## src/rtl/mult_switch_mb_pkg.sv

```systemverilog
// -----------------------------------------------------------------------------
// mult_switch_pkg
//   Shared definitions for the multiplier switch (mult_switch_mb) and its
//   pipelined multiplier (pipe_mult): default widths, the entry-select width
//   helper, the beat classification enum and the drop-counter constants.
// -----------------------------------------------------------------------------
package mult_switch_pkg;

  // Default geometry of the switch.
  localparam int DATA_W_DEF   = 16;
  localparam int OUT_W_DEF    = 32;
  localparam int DEPTH_DEF    = 4;
  localparam int MULT_LAT_DEF = 2;

  // Dropped-beat counter: fixed 8-bit width, saturates at all-ones.
  localparam int                DROP_W   = 8;
  localparam logic [DROP_W-1:0] DROP_MAX = '1;

  // What an input beat does in a given cycle.
  typedef enum logic [1:0] {
    BEAT_NONE,    // no beat accepted this cycle
    BEAT_LOAD,    // write a stationary operand into the buffer
    BEAT_STREAM,  // streaming operand against a valid buffer entry
    BEAT_DROP     // streaming operand against an invalid entry
  } beat_e;

  // Width of the buffer-entry select; never narrower than one bit.
  function automatic int sel_width(input int depth);
    return (depth > 1) ? $clog2(depth) : 1;
  endfunction

endpackage

```

## src/rtl/mult_switch_mb_pipe_mult.sv

```systemverilog
// -----------------------------------------------------------------------------
// pipe_mult
//   Signed A_W x A_W -> 2*A_W multiplier with LAT register stages and a single
//   shared enable. When en_i is low every stage (data and valid) holds, so the
//   block can sit inside a backpressured pipeline. Reusable by other switches.
//
//   LAT == 1 : product registered directly from the inputs.
//   LAT >= 2 : operands registered first, then the product ripples through
//              LAT-1 further registers.
//
// Ports
//   clk      in   clock
//   rst      in   synchronous active-high reset
//   en_i     in   advance all stages
//   valid_i  in   operands on a_i/b_i are a real beat
//   a_i      in   signed operand A
//   b_i      in   signed operand B
//   valid_o  out  product on prod_o is a real result
//   prod_o   out  full-precision signed product
// -----------------------------------------------------------------------------
module pipe_mult #(
  parameter int A_W = 16,
  parameter int LAT = 2
) (
  input  logic                    clk,
  input  logic                    rst,
  input  logic                    en_i,
  input  logic                    valid_i,
  input  logic signed [A_W-1:0]   a_i,
  input  logic signed [A_W-1:0]   b_i,
  output logic                    valid_o,
  output logic signed [2*A_W-1:0] prod_o
);

  localparam int P_W = 2 * A_W;

  if (LAT == 1) begin : g_single
    logic signed [P_W-1:0] prod_q;
    logic                  vld_q;

    always_ff @(posedge clk) begin
      if (rst) begin
        prod_q <= '0;
        vld_q  <= 1'b0;
      end else if (en_i) begin
        // Size casts of signed operands sign-extend before the multiply.
        prod_q <= P_W'(a_i) * P_W'(b_i);
        vld_q  <= valid_i;
      end
    end

    assign prod_o  = prod_q;
    assign valid_o = vld_q;
  end else begin : g_multi
    logic signed [A_W-1:0] a_q;
    logic signed [A_W-1:0] b_q;
    logic                  op_vld_q;
    logic signed [P_W-1:0] prod_q [LAT-1];
    logic [LAT-2:0]        vld_q;

    always_ff @(posedge clk) begin
      if (rst) begin
        a_q      <= '0;
        b_q      <= '0;
        op_vld_q <= 1'b0;
        vld_q    <= '0;
        for (int i = 0; i < LAT - 1; i++) prod_q[i] <= '0;
      end else if (en_i) begin
        a_q       <= a_i;
        b_q       <= b_i;
        op_vld_q  <= valid_i;
        prod_q[0] <= P_W'(a_q) * P_W'(b_q);
        vld_q[0]  <= op_vld_q;
        for (int i = 1; i < LAT - 1; i++) begin
          prod_q[i] <= prod_q[i-1];
          vld_q[i]  <= vld_q[i-1];
        end
      end
    end

    assign prod_o  = prod_q[LAT-2];
    assign valid_o = vld_q[LAT-2];
  end

endmodule

```

## src/rtl/mult_switch_mb.sv

```systemverilog
// -----------------------------------------------------------------------------
// mult_switch_mb
//   Multiplier switch for the distribution/reduction fabric. Holds up to DEPTH
//   stationary operands, multiplies streaming operands against the entry chosen
//   per beat in a MULT_LAT-stage pipeline, and emits sign-extended products
//   with valid/ready backpressure. Streaming beats that hit an invalid entry
//   are dropped and counted in a saturating 8-bit counter.
//
//   Optional build macro MS_ACCUM_EN: an OUT_W wrapping accumulator follows
//   the multiplier; only the product of an i_last beat produces an output
//   (the running sum), after which the accumulator restarts from zero.
//   Latency becomes MULT_LAT+1. Without the macro i_last is ignored.
//
// Ports
//   clk           in   clock
//   rst           in   synchronous active-high reset
//   i_valid       in   input beat valid
//   o_ready       out  switch accepts a beat this cycle
//   i_data        in   signed operand
//   i_stationary  in   1: load i_data into entry i_sel, 0: streaming beat
//   i_sel         in   buffer entry for load or multiply
//   i_clear       in   invalidate all buffer entries (ignores o_ready)
//   i_last        in   last beat of a dot product (MS_ACCUM_EN only)
//   o_valid       out  output valid
//   i_ready       in   downstream ready
//   o_data        out  signed product, or accumulated sum
//   o_drop_cnt    out  saturating count of dropped streaming beats
// -----------------------------------------------------------------------------
module mult_switch_mb
  import mult_switch_pkg::*;
#(
  parameter int DATA_W   = DATA_W_DEF,
  parameter int OUT_W    = OUT_W_DEF,
  parameter int DEPTH    = DEPTH_DEF,
  parameter int MULT_LAT = MULT_LAT_DEF,
  parameter int SEL_W    = sel_width(DEPTH)
) (
  input  logic              clk,
  input  logic              rst,
  input  logic              i_valid,
  output logic              o_ready,
  input  logic [DATA_W-1:0] i_data,
  input  logic              i_stationary,
  input  logic [SEL_W-1:0]  i_sel,
  input  logic              i_clear,
  input  logic              i_last,
  output logic              o_valid,
  input  logic              i_ready,
  output logic [OUT_W-1:0]  o_data,
  output logic [DROP_W-1:0] o_drop_cnt
);

  logic [DATA_W-1:0]   buf_q [DEPTH];
  logic [DEPTH-1:0]    vld_q;
  logic [DROP_W-1:0]   drop_cnt_q;
  logic [DROP_W-1:0]   drop_cnt_d;

  beat_e               beat;
  logic                pipe_en;
  logic                out_valid;
  logic [OUT_W-1:0]    out_data;

  logic                mult_valid;
  logic signed [2*DATA_W-1:0] mult_prod;
  logic [OUT_W-1:0]    prod_ext;

  // The whole pipeline advances unless a result is waiting on a stalled
  // downstream. Input acceptance follows the same condition.
  assign pipe_en = !out_valid || i_ready;
  assign o_ready = pipe_en;

  // Classify the beat. Streams read the valid bits as they stand before the
  // edge, so a stream coinciding with i_clear still sees the old entries.
  always_comb begin
    // NOTE: every combinational output gets a default first so that no path
    // leaves it unassigned and a latch is never inferred.
    beat       = BEAT_NONE;
    drop_cnt_d = drop_cnt_q;
    if (i_valid && pipe_en) begin
      if (i_stationary)      beat = BEAT_LOAD;
      else if (vld_q[i_sel]) beat = BEAT_STREAM;
      else                   beat = BEAT_DROP;
    end
    if (beat == BEAT_DROP && drop_cnt_q != DROP_MAX)
      drop_cnt_d = drop_cnt_q + 1'b1;
  end

  // Stationary buffer and drop counter.
  always_ff @(posedge clk) begin
    if (rst) begin
      // NOTE: the operand buffer is small and must read as zero after reset,
      // so it is a reset register array rather than an unreset RAM.
      for (int i = 0; i < DEPTH; i++) buf_q[i] <= '0;
      vld_q      <= '0;
      drop_cnt_q <= '0;
    end else begin
      // NOTE: the later non-blocking write wins, so a load in the same cycle
      // as i_clear leaves exactly the loaded entry valid.
      if (i_clear) vld_q <= '0;
      if (beat == BEAT_LOAD) begin
        buf_q[i_sel] <= i_data;
        vld_q[i_sel] <= 1'b1;
      end
      drop_cnt_q <= drop_cnt_d;
    end
  end

  pipe_mult #(
    .A_W (DATA_W),
    .LAT (MULT_LAT)
  ) u_pipe_mult (
    .clk     (clk),
    .rst     (rst),
    .en_i    (pipe_en),
    .valid_i (beat == BEAT_STREAM),
    .a_i     (i_data),
    .b_i     (buf_q[i_sel]),
    .valid_o (mult_valid),
    .prod_o  (mult_prod)
  );

  // Signed size cast sign-extends the product to the output width.
  assign prod_ext = OUT_W'(mult_prod);

`ifdef MS_ACCUM_EN
  logic [MULT_LAT-1:0] last_q;
  logic [OUT_W-1:0]    acc_q;
  logic [OUT_W-1:0]    acc_sum;
  logic [OUT_W-1:0]    out_data_q;
  logic                out_valid_q;

  // i_last rides alongside the product so it reaches the accumulator with it.
  // Load and dropped beats never set it.
  always_ff @(posedge clk) begin
    if (rst) begin
      last_q <= '0;
    end else if (pipe_en) begin
      last_q[0] <= i_last && (beat == BEAT_STREAM);
      for (int i = 1; i < MULT_LAT; i++) last_q[i] <= last_q[i-1];
    end
  end

  assign acc_sum = acc_q + prod_ext;

  // Restart from zero on the closing product so the next dot product starts
  // without a bubble.
  always_ff @(posedge clk) begin
    if (rst) begin
      acc_q       <= '0;
      out_data_q  <= '0;
      out_valid_q <= 1'b0;
    end else if (pipe_en) begin
      out_valid_q <= 1'b0;
      if (mult_valid) begin
        if (last_q[MULT_LAT-1]) begin
          out_data_q  <= acc_sum;
          out_valid_q <= 1'b1;
          acc_q       <= '0;
        end else begin
          acc_q <= acc_sum;
        end
      end
    end
  end

  assign out_valid = out_valid_q;
  assign out_data  = out_data_q;
`else
  logic unused_last;
  assign unused_last = i_last;

  assign out_valid = mult_valid;
  assign out_data  = prod_ext;
`endif

  assign o_valid    = out_valid;
  assign o_data     = out_data;
  assign o_drop_cnt = drop_cnt_q;

endmodule
```

## config.mk

```make
export PLATFORM = sky130hd
export DESIGN_NAME = mult_switch_mb
export DESIGN_NICKNAME = d
export VERILOG_FILES = /design/src/rtl/mult_switch_mb_pkg.sv /design/src/rtl/mult_switch_mb_pipe_mult.sv /design/src/rtl/mult_switch_mb.sv
export SDC_FILE = /design/constraint.sdc
export NUM_CORES = 1
export LEC_CHECK = 0
export CAP_MARGIN = 20
export CORE_MARGIN = 10
export CORE_UTILIZATION = 25
export CTS_CLUSTER_SIZE = 24
export DETAILED_ROUTE_END_ITERATION = 12
export DONT_BUFFER_PORTS = 1
export GPL_TIMING_DRIVEN = 0
export SETUP_SLACK_MARGIN = 0.4
export SLEW_MARGIN = 10
export SYNTH_ARGS = -nofsm -noshare
export SYNTH_HDL_FRONTEND = slang
export SYNTH_SLANG_ARGS = --single-unit
```

## constraint.sdc

```tcl
create_clock -name clk -period 7.3 [get_ports clk]
set_input_delay 1.46 -clock clk [delete_from_list [all_inputs] [get_ports clk]]
set_output_delay 1.46 -clock clk [all_outputs]
set_load 0.05 [all_outputs]
```

# After elaboration in Yosys (flattened, before gate mapping)
# Memories as Yosys holds them, arrays and structs flattened. A register that Yosys moved wholly into a read port is not among the register bits.
# Cells that the tools add are included.
[word_totals]
ff_bits = 30
ram_bits = 96
input_bits = 25
out_inout_bits = 42
wordCells = 46
memories = 2
[memory_table]
columns = ["memory", "depth", "width", "read_ports", "rd_clocked_by_memory_dff", "wr", "line_no", "source"]
rows = [
  ["buf_q", 4, 16, 1, 1, 4, "mult_switch_mb.sv:53", "logic [DATA_W-1:0] buf_q [DEPTH];"],
  ["u_pipe_mult.g_multi.prod_q", 1, 32, 1, 0, 1, "mult_switch_mb_pipe_mult.sv:58", "logic signed [P_W-1:0] prod_q [LAT-1];"],
]
[op_classes]
addsub = 1
mul = 1
n_lt_le_gt_ge = 2
eq_ne = 4
n_mux = 23
bitwise = 1
reduce_logical = 7
[op_table]
columns = ["op", "count"]
rows = [
  ["$mul A16 B16 Y32", 1],
  ["$mux W32", 1],
  ["$reduce_or A32 Y1", 1],
  ["$mux W16", 1],
  ["$reduce_or A16 Y1", 1],
  ["$mux W1", 13],
  ["$mux W4", 3],
  ["$add A8 B1 Y8 const B", 1],
  ["$ne A8 B8 Y1 const B", 1],
  ["$mux W2", 3],
  ["$eq A2 B2 Y1 const B", 2],
  ["$or A4 B4 Y4", 1],
  ["$logic_and A1 B1 Y1", 3],
  ["$lt A2 B3 Y1 const B", 1],
  ["$bmux W1 S2", 1],
  ["$demux W1 S2", 1],
  ["$eq A2 B1 Y1 const B", 1],
  ["$ge A2 B1 Y1 const B", 1],
  ["$logic_not A1 Y1", 1],
  ["$logic_or A1 B1 Y1", 1],
]

# Longest topological paths before layout
# Gate-level depths: netlist of run 1.
[logic_depth]
word_depth = 11
ltp_mapped = 24

# Cells and area by module
# A second synthesis of run 1 with hierarchy kept.
[unflattened]
cells_unflattened = 1507
hier_area_um2 = 15642.5
[by_module_without_submodules]
columns = ["module", "instances", "cells_per_inst", "area_each_um2", "seq_area_each_um2"]
rows = [
  ["pipe_mult", 1, 1274, 12218.0, 1641.6],
  ["mult_switch_mb", 1, 233, 3424.5, 2162.1],
]

# Least setup slack after synthesis of run 1
# No wires, ideal clock.
[synth_path]
path_type = "register to register"
start = "register u_pipe_mult.g_multi.a_q[15]"
end = "memory u_pipe_mult.g_multi.prod_q[0][30] (netlist name), data pin"
setup_ps = 263
arrival_ps = 5925
path_slack_ps = 1111
path_stages_with_launch = 22
period_less_slack_ps = 6189
path_cell_list = "dfxtp_1 > clkbuf_1 > nand2_1 > inv_1 > fa_1 > fa_1 > fa_1 > fa_1 > fa_1 > inv_1 > fa_1 > inv_1 > ha_1 > clkbuf_1 > nand4_1 > nor2_1 > nand3_1 > nor4b_1 > o211ai_1 > a21oi_1 > o21a_1 > nor3_2"
[synth_between]
elab_chain_cells = 2
[synth_lines]
columns = ["element", "line_no", "source"]
rows = [
  ["from (decl)", "mult_switch_mb_pipe_mult.sv:55", "logic signed [A_W-1:0] a_q;"],
  ["from (signal assigned)", "mult_switch_mb_pipe_mult.sv:69", "a_q <= a_i;"],
  ["$mul A16 B16 Y32", "mult_switch_mb_pipe_mult.sv:72", "prod_q[0] <= P_W'(a_q) * P_W'(b_q);"],
  ["$mux W32 (no line)", "-", ""],
  ["to (decl)", "mult_switch_mb_pipe_mult.sv:58", ""],
]
# Every way passes these cells.

# Final worst setup path of run 1
[layout_path]
start = "register u_pipe_mult.g_multi.a_q[11]"
end = "memory u_pipe_mult.g_multi.prod_q[0][24] (netlist name), data pin"
# Same word-level chain as after synthesis.

==> results of run 1 <==
## Yosys cell counts, types with 2 or more instances
cell and count:
inv_1 306, fa_1 262, nand2_1 204, and2_1 164
edfxtp_1 96, ha_1 83, nor2_1 76, clkbuf_1 56
a21oi_1 51, dfxtp_1 46, xnor2_1 24, mux4_2 17
xor2_1 16, a21o_1 14, nand2b_1 11, nor3_1 10
nand3_1 9, o21a_1 9, o21ai_1 9, and3_1 6
buf_1 5, o21ai_0 4, or2_1 4, a211oi_1 3
a31oi_1 3, inv_2 3, nor2b_1 3, nand4_1 2
o211ai_1 2, o21bai_1 2, or4_1 2
## per-layer routing
metal / vias to the layer above / GRT usage [%] / wire (um)
met5: - / 0 / 0
met4: 0 / 3.54 / 823
met3: 45 / 1.97 / 1830
met2: 214 / 21.0 / 20300
met1: 5242 / 14.1 / 16600
li1: 4698 / - / -
## registers in the layout, indices dropped and copies added, names as in the netlist
| signal | flops |
|---|---|
| u_pipe_mult.g_multi.b_q | 16 |
| buf_q | 64 |
| u_pipe_mult.g_multi.prod_q | 32 |
| vld_q | 4 |
| u_pipe_mult.g_multi.a_q | 16 |
| u_pipe_mult.g_multi.op_vld_q | 1 |
| o_drop_cnt | 8 |
| u_pipe_mult.valid_o | 1 |
## power by group through the flow
stage / logic, W / registers (W) / clock network (W)
after floorplan: 0.00154 / 0.00124 / 0
after detailed placement: 0.00198 / 0.00131 / 0
after global placement: 0.00195 / 0.00131 / 0
final: 0.00200 / 0.00128 / 0.000908
after global routing: 0.00232 / 0.00130 / 0.000960
after CTS: 0.00201 / 0.00130 / 0.000924
## cell usage in the layout (no fill, tap or decap), types with 5 or more instances in the layout
master,netlist,final
nand3_1,9,9
inv_6,0,6
and3_1,6,6
o21ai_1,9,9
nand2b_1,11,10
a21o_1,14,14
mux4_2,17,17
clkbuf_4,0,5
a21oi_1,51,51
xor2_1,16,16
clkbuf_2,0,26
buf_1,5,5
ha_1,83,83
and2_1,164,164
dfxtp_2,0,10
inv_1,306,306
clkbuf_1,56,21
nor3_1,10,9
nand2_1,204,204
xnor2_1,24,24
o21a_1,9,9
edfxtp_1,96,96
clkbuf_16,0,17
fa_1,262,260
dfxtp_1,46,36
nor2_1,76,76
## layout make-up
type / count / area [um2] / area share, %
tap: 782 / 978 / 5.74
inverter: 309 / 1160 / 6.80
timing repair buffer: 2 / 35.0 / 0.205
clock buffer: 17 / 425 / 2.49
clock inverter: 15 / 168 / 0.983
sequential: 142 / 3820 / 22.4
buffer: 62 / 293 / 1.72
multi-input combinational: 1011 / 10200 / 59.7
## worst max-delay path, cell delays in order (launching register included)
cell and delay (ps):
dfxtp_2 490, clkbuf_4 300, nand2_1 100, fa_1 510, fa_1 520, fa_1 520
inv_1 50, fa_1 490, fa_1 490, inv_1 50, fa_1 480, inv_1 50
ha_1 220, or4_1 540, or4_1 480, a21oi_4 270, nor3_1 170, o41ai_4 330
o311ai_1 150, xnor2_1 150, nor2_1 50
## metrics by stage
| step | hold slack [ps] | TNS, ps | setup WS, ps | total power (W) |
|---|---|---|---|---|
| 3_3_place_gp | 429 | -451 | -295 | 0.00326 |
| 3_5_place_dp | 454 | -584 | -346 | 0.00329 |
| 2_1_floorplan | 421 | 0 | 1110 | 0.00278 |
| 4_1_cts | 461 | 0 | 395 | 0.00423 |
| 6_report | 457 | 0 | 632 | 0.00419 |
| 5_1_grt | 478 | 0 | 382 | 0.00458 |
## logic make-up after synthesis
| logic type | count (synthesis) | share of synthesized area, % |
|---|---|---|
| AND/OR/NAND/NOR | 498 | 15.7 |
| buffers and inverters | 371 | 9.09 |
| adder cells (fa/ha/maj) | 345 | 41.0 |
| flip-flops | 142 | 24.8 |
| AO/OA/AOI/OAI | 110 | 4.54 |
| XOR/XNOR | 40 | 2.29 |
| multiplexers | 18 | 2.56 |
## final timing paths
check	slack, ps	to	start
worst max register to register	630	u_pipe_mult.g_multi.prod_q[0][24]	u_pipe_mult.g_multi.a_q[11]
worst max-delay path	630	u_pipe_mult.g_multi.prod_q[0][24]	u_pipe_mult.g_multi.a_q[11]
worst min register to register	460	vld_q[2]	vld_q[2]
worst min-delay path	460	vld_q[2]	vld_q[2]
## repair_timing
item | 4_1_cts | 5_1_grt
buffers inserted | 0 | 1
resized for setup | 28 | 60
pin swaps | 0 | 2
endpoints found under the setup margin | 12 | 10
gates cloned | 0 | 0
==> impl_metrics.toml, run 1 <==
[run_status]
outcome = "complete, no violations"

[worst_hold_path]
hold-path-cell-count = 1
hp-class = "register to register"

[cells_and_area]
drive_above_1_share_pct = 7.19
final_cells = 2340
nFillCells = 6237
n_antenna_cell = 0
fin_area_mm2 = 0.0171
post-route-util_pct = 28.2
syn_to_final_growth_pct = 11.3
num-nets-final = 1915

[sta]
min_period_ps = 6670
fin_skew_ps = 13.4
slew_headroom_pct = 32.8
hold_viol = 0
rsz0062_at_grt = "false"
finalSetupViolCount = 0
fin_crit_sh_pct = 91.3
slew_viol_final = 0
max_freq_mhz = 150
worstMarginPinSlew_ps = 1000

[clock_tree]
cts.sinks = 142
cts_hold_buf = 0
htreeDepth = 4
cts_tree = "done"
cts_made_buffers = 17
cts-root-buf = "clkbuf_16"
clk_pin_slew_ps = 70
clock_latency_ps = 450
cts_buffer_depth = 2

[grt]
overflow = 0
grt_max_degree = 19
first_global_vias = 11400
grt_pass1_wl_um = 64400
track_usage_pct = 11.7
grt_antenna_before_repair = 0

[power]
leakage_nw = 7.97
power.internal_w = 0.00232
seq_power_share_pct = 30.6
p_sw_share_pct = 44.5
clockPowerShare_pct = 21.7
p_comb_share_pct = 47.7
power_density_mw_per_mm2 = 246
ir_worst_vdd_mv = 0.178
p_sw_w = 0.00187

[route]
viasPerCell = 4.36
drtPass1Iterations = 5
wl_um = 39500
dr.first_iter.drc_count = 576
drc = 0
wl_per_cell_um = 16.9
vias = 10200
antenna_left = 0

[logic_synthesis]
syn_area_per_cell_um2 = 10.1
yosysSeqAreaShare_pct = 24.8
synth_edf_count = 96
synth_area_leader_cell = "fa_1"
syn-num-nets = 1894
ys_top_cells_by_area = "fa_1, edfxtp_1, inv_1"
synth_top_area_share_pct = 34.2
synthCells = 1524
synthFlopType = "edfxtp_1"
synthArstFlopShare_pct = 0
yosys_warnings = 0
synth_cell_types = 53
netlist_area_mm2 = 0.0153
synth-seq-cells = 142

[worst_setup_path]
crit_arrival_ps = 6860
required_ps = 7490
startpoint_type = "register"
ff2ff_path_depth = 20
endpoint_kind = "register"
path_max_fanout = 10
path_class = "register to register"

[placement]
gp_congestion = 0.916
dpl_cell_area_mm2 = 0.0163
place_inst = 2307
port_buffers = 0
place.detailed.hpwl_um = 31800

[floorplan]
dieArea_mm2 = 0.0716
fp.coreArea_mm2 = 0.0605
die_w_um = 268
core.rowCount = 90
ios = 67
start_util_pct = 25.3
fp.dieH_um = 268

[run]
cap_violations = 0
Note: power is estimated with default switching activity, not from simulation.
==> inputs of run 2 (changes only) <==
--- a/config.mk
+++ b/config.mk
@@ -8,10 +8,10 @@
 export CAP_MARGIN = 20
 export CORE_MARGIN = 10
 export CORE_UTILIZATION = 25
+export CTS_CLUSTER_DIAMETER = 120
 export CTS_CLUSTER_SIZE = 24
 export DETAILED_ROUTE_END_ITERATION = 12
 export DONT_BUFFER_PORTS = 1
-export GPL_TIMING_DRIVEN = 0
 export SETUP_SLACK_MARGIN = 0.4
 export SLEW_MARGIN = 10
 export SYNTH_ARGS = -nofsm -noshare
==> run 2 against run 1 <==
  * Critical path depth up 1
  * Final cell count down 1.7%
  * Sequential share of layout area up 0.28 points
  * Power down 0.96%
  * Non-clock buffer count down 41
  * Global-route usage down 0.78 points
  * Clock skew down 2.4 ps
  * Sequential cell count unchanged
  * Via count down 1.7%
  * Count of clock-buffer cells in the layout up 1
  * Routed wire length down 6.5%
  * Critical endpoint is now u_pipe_mult.g_multi.prod_q[0][30]
  * Largest cell class unchanged
  * Largest power group unchanged
  * Highest routed layer unchanged
==> impl_metrics.toml, run 2 (synthesized netlist as in run 1, its figures left out) <==
[run_status]
outcome = "complete, no violations"

[power]
p_comb_share_pct = 46.9
leakage_nw = 7.86
seq_power_share_pct = 31.5
power.internal_w = 0.00231
ir_worst_vdd_mv = 0.181
clockPowerShare_pct = 21.6
p_sw_w = 0.00184
power_density_mw_per_mm2 = 246
p_sw_share_pct = 44.4

[worst_setup_path]
path_cells = "and2_1 > fa_1 > fa_1 > ha_1 > inv_1 > fa_1 > inv_1 > fa_1 > inv_1 > fa_1 > inv_1 > ha_1 > or4_1 > or4_1 > a21oi_2 > nor4b_1 > buf_4 > o211ai_1 > a21oi_1 > nor3_1 > nor3_2"
path_class = "register to register"
crit_arrival_ps = 6750
crit_top_cell = "fa_1"
required_ps = 7480
startpoint_type = "register"
critical-path-slowest-cell = "dfxtp_1"
slowest_delay_ps = 760
path_max_fanout = 17
endpoint_kind = "register"

[placement]
port_buffers = 0
gp_congestion = 0.833
place_inst = 2267
pre_cts_slack_ps = 307
place.detailed.hpwl_um = 28600

[worst_hold_path]
hp-class = "register to register"

[sta]
finalSetupViolCount = 0
worstMarginPinSlew_ps = 942
rsz0062_at_grt = "true"
max_freq_mhz = 152
slew_viol_final = 0
hold_ws_ps = 450
final.setup.tns_ps = 0
min_period_ps = 6570
fin_ws_ps = 734
fin_crit_sh_pct = 89.9
hold_viol = 0
fin_skew_ps = 11.0
slew_headroom_pct = 37.2

[route]
vias = 10000
wl_per_cell_um = 16.1
viasPerCell = 4.36
drc = 0
antenna_left = 0
wl_um = 37000
drtPass1Iterations = 5
dr.first_iter.drc_count = 570

[clock_tree]
cts_buffer_depth = 2
cts.sinks = 142
cts_tree = "done"
clk_pin_slew_ps = 70
postCtsSetupBuffers = 0
cts-root-buf = "clkbuf_16"
clock_latency_ps = 450
cts_made_buffers = 17
cts_hold_buf = 0
htreeDepth = 4

[cells_and_area]
syn_to_final_growth_pct = 10.1
post-route-util_pct = 27.9
drive_above_1_share_pct = 6.26
top_register = "buf_q"
final_cells = 2300
largest_reg_flops = 64
num-nets-final = 1874
final_cell_mix = "inv_1, fa_1, nand2_1, and2_1, edfxtp_1"
nFillCells = 6247
reg_top3 = "buf_q x64, u_pipe_mult.g_multi.prod_q x32"
layout_commonest_cell = "inv_1"

[floorplan]
dieArea_mm2 = 0.0716
fp.coreArea_mm2 = 0.0605
core.rowCount = 90
fp.dieH_um = 268
ios = 67
start_util_pct = 25.3
die_w_um = 268

[grt]
grt_antenna_before_repair = 0
track_usage_pct = 10.9
overflow = 0
first_global_vias = 11100
grt_pass1_wl_um = 61100
grt_max_degree = 54

[run]
cap_violations = 0
## run 2: power by group through the flow
stage                     Combinational, W  Sequential (W)  Clock, W
after CTS                          0.00196         0.00133  0.000919
final                              0.00194         0.00131  0.000898
after global placement             0.00191         0.00134         0
after floorplan                    0.00154         0.00124         0
after detailed placement           0.00195         0.00134         0
after global routing               0.00224         0.00133  0.000951
## run 2: worst max-delay path: cells and delay by family (launching register included)
kind / cells / cell delay, ps
DFF: 1 / 760
AOI/OAI and AO/OA: 3 / 710
adders and majority gates: 7 / 2780
buffers and inverters: 5 / 390
and+or+nand+nor: 6 / 1650
## run 2: cell type report
type                       instances  area [um2]  area share, %
multi-input combinational       1011       10100           60.1
inverter                         309        1160           6.88
timing repair buffer              23         173           1.02
antenna                            1        2.50         0.0148
clock buffer                      18         450           2.67
tap                              782         978           5.80
sequential                       142        3820           22.7
clock inverter                    14         141          0.838
## run 2: per-layer routing
layer	wire length [um]	track usage (%)
met3	1690	1.70
met4	891	3.65
met5	0	0
met2	19000	19.4
met1	15400	13.3
## run 2: stage by stage
step	area [um2]	total power, W
6_report	16900	0.00415
5_1_grt	16900	0.00452
4_1_cts	16800	0.00421
3_5_place_dp	16200	0.00330
3_3_place_gp	16200	0.00325
2_1_floorplan	15300	0.00278
## run 2: timing repair
item / in CTS / in global routing
resized for setup: 2 / 13
setup endpoints to repair: 3 / 7
hold endpoints to repair: 0 / 0
pin swaps: 0 / 0
## run 2: path summary, 6_finish.rpt
| kind | start | to | slack (ps) | depth (start not counted) |
|---|---|---|---|---|
| max | u_pipe_mult.g_multi.a_q[3] | u_pipe_mult.g_multi.prod_q[0][30] | 730 | 21 |
| min | u_pipe_mult.g_multi.op_vld_q | u_pipe_mult.g_multi.op_vld_q | 450 | 2 |
| max reg2reg | u_pipe_mult.g_multi.a_q[3] | u_pipe_mult.g_multi.prod_q[0][30] | 730 | 21 |
| min reg2reg | u_pipe_mult.g_multi.op_vld_q | u_pipe_mult.g_multi.op_vld_q | 450 | 2 |
==> inputs of run 3 (changes only) <==
==> constraint.sdc (replaced) <==
create_clock -name clk -period 6 [get_ports clk]
set_input_delay 1.2 -clock clk [delete_from_list [all_inputs] [get_ports clk]]
set_output_delay 1.2 -clock clk [all_outputs]
set_load 0.05 [all_outputs]
==> run 3 against run 2 <==
  * The flow now finishes with violations (setup timing)
  * Die area unchanged
  * Sequential share of layout area down 1.6 points
  * Via count up 2.1%
  * Routed wire length up 1.1%
  * Hold slack better by 3.3 ps
  * Sequential cell count unchanged
  * Count of clock-buffer cells in the layout down 1
  * Worst setup slack worse by 910 ps
  * Non-clock buffer count up 108
  * Global-route usage up 0.12 points
  * Combinational power up 59%
  * Critical path type unchanged
  * Largest cell class unchanged
  * Highest routed layer unchanged
==> impl_metrics.toml, run 3 (synthesized netlist as in run 1, its figures left out) <==
[cells_and_area]
final_cell_mix = "inv_1, fa_1, nand2_1, and2_1, buf_4"
fin_area_mm2 = 0.0184
largest_reg_flops = 64
post-route-util_pct = 30.4
drive_above_1_share_pct = 18.6
reg_top3 = "buf_q x64, u_pipe_mult.g_multi.prod_q x32"
num-nets-final = 1982
top_register = "buf_q"
layout_commonest_cell = "inv_1"
syn_to_final_growth_pct = 19.8
n_antenna_cell = 0

[worst_setup_path]
path_class = "register to register"
crit_top_cell = "fa_1"
path_cells = "and2_4 > fa_1 > inv_1 > fa_1 > fa_1 > inv_2 > fa_1 > fa_1 > inv_1 > fa_1 > inv_1 > ha_2 > or4_4 > or4_4 > a21oi_4 > buf_6 > nor4b_2 > buf_4 > o211ai_1 > nand2_1 > xor2_1 > and2_1"
startpoint_type = "register"
critical-path-slowest-cell = "fa_1"
slowest_delay_ps = 550
required_ps = 6210
crit_arrival_ps = 6390
endpoint_kind = "register"
path_buf_inv = 6
cp_top_family = "adder cells"
path_max_fanout = 3

[placement]
place.detailed.hpwl_um = 30000
gp_congestion = 0.848
port_buffers = 0
dpl_cell_area_mm2 = 0.0171

[route]
drtPass1Iterations = 7
wl_per_cell_um = 15.5
drc = 0
viasPerCell = 4.26
dr.first_iter.drc_count = 526
antenna_left = 0
vias = 10200
wl_um = 37400

[sta]
finalSetupViolCount = 7
worstMarginPinSlew_ps = 1210
slew_headroom_pct = 19.1
hold_ws_ps = 453
rsz0062_at_grt = "true"
fin_crit_sh_pct = 103
max_freq_mhz = 162
fin_ws_ps = -176
hold_viol = 0
fin_skew_ps = 17.2
slew_viol_final = 0
min_period_ps = 6180

[clock_tree]
cts_buffer_depth = 2
cts_made_buffers = 17
clock_latency_ps = 460
cts_hold_buf = 0
cts_tree = "done"
clk_pin_slew_ps = 70
cts-root-buf = "clkbuf_16"
cts.sinks = 142
htreeDepth = 4

[grt]
grt_antenna_before_repair = 0
track_usage_pct = 11.0
grt_max_degree = 54
first_global_vias = 11700
grt_pass1_wl_um = 62000
overflow = 0

[floorplan]
ios = 67
fp.coreArea_mm2 = 0.0605
core.rowCount = 90
dieArea_mm2 = 0.0716
fp.dieH_um = 268
die_w_um = 268
start_util_pct = 25.3

[power]
ir_worst_vdd_mv = 0.203
power_density_mw_per_mm2 = 315
leakage_nw = 8.52

[worst_hold_path]
hp-class = "register to register"

[run]
cap_violations = 0

[run_status]
outcome = "complete, but fails checks"
violations = "setup timing"
==> run 3: changes by cell type in the layout (fill, tap and decap cells not counted), sizes merged <==
cell      before  now
inv          318  317
clkbuf        18   17
bufinv         0    2
buf           23  131
clkinv         5    4
diode          1    0
clkinvlp       0    1
==> run 3: worst reg2reg max path, delay by kind of cell (launching register included) <==
| family | cells | cell delay (ps) |
|---|---|---|
| adders and majority gates | 7 | 3170 |
| and+or+nand+nor | 6 | 1380 |
| buffers and inverters | 6 | 470 |
| AOI/OAI and AO/OA | 2 | 390 |
| DFF | 1 | 350 |
| xor gates and xnor gates | 1 | 150 |
==> run 3: power by group <==
part	internal (W)	leakage (nW)	total, W	switching (W)
combinational	0.00145	6.83	0.00308	0.00163
sequential	0.00121	1.38	0.00156	0.000343
clock	0.000636	0.305	0.00114	0.000505
total	0.00330	8.52	0.00578	0.00248
==> run 3: path summary, 6_finish.rpt <==
kind | from | slack (ps) | endpoint | cells past startpoint
setup / recovery | u_pipe_mult.g_multi.a_q[8] | -180 | u_pipe_mult.g_multi.prod_q[0][28] | 22
hold / removal | vld_q[2] | 450 | vld_q[2] | 1
setup reg to reg | u_pipe_mult.g_multi.a_q[8] | -180 | u_pipe_mult.g_multi.prod_q[0][28] | 22
hold reg to reg | vld_q[2] | 450 | vld_q[2] | 1
==> run 3: repair_timing <==
item,CTS,global route
pin swaps,39,52
cloned,0,0
endpoints found under the setup margin,17,17
resized for setup,71,65
buffers inserted,6,8
==> run 3: final cells by class <==
type / count / area, um2
well taps: 782 / 978
flip-flops and latches: 142 / 3860
clock buffers: 17 / 425
clock inverters: 15 / 196
repair buffers: 131 / 1170
multi-input cells: 1011 / 10600
fillers: 6162 / 42100
inverters: 309 / 1160
==> run 3: stage by stage <==
stage	setup TNS (ps)	setup slack [ps]	total power [W]	cells
CTS	-526	-133	0.00568	2399
finish	-704	-176	0.00578	2407
detailed placement	-1140	-198	0.00432	2361
floorplan	0	140	0.00346	1524
global route	-2500	-348	0.00629	2407
global placement	-885	-170	0.00426	2360
==> run 3: routing by layer <==
| layer | up-vias | track usage (%) | wire length, um |
|---|---|---|---|
| li1 | 4829 | - | - |
| met1 | 5225 | 12.7 | 15300 |
| met2 | 142 | 19.9 | 19400 |
| met3 | 48 | 2.35 | 1660 |
| met4 | 0 | 3.89 | 1030 |
| met5 | - | 0 | 0 |
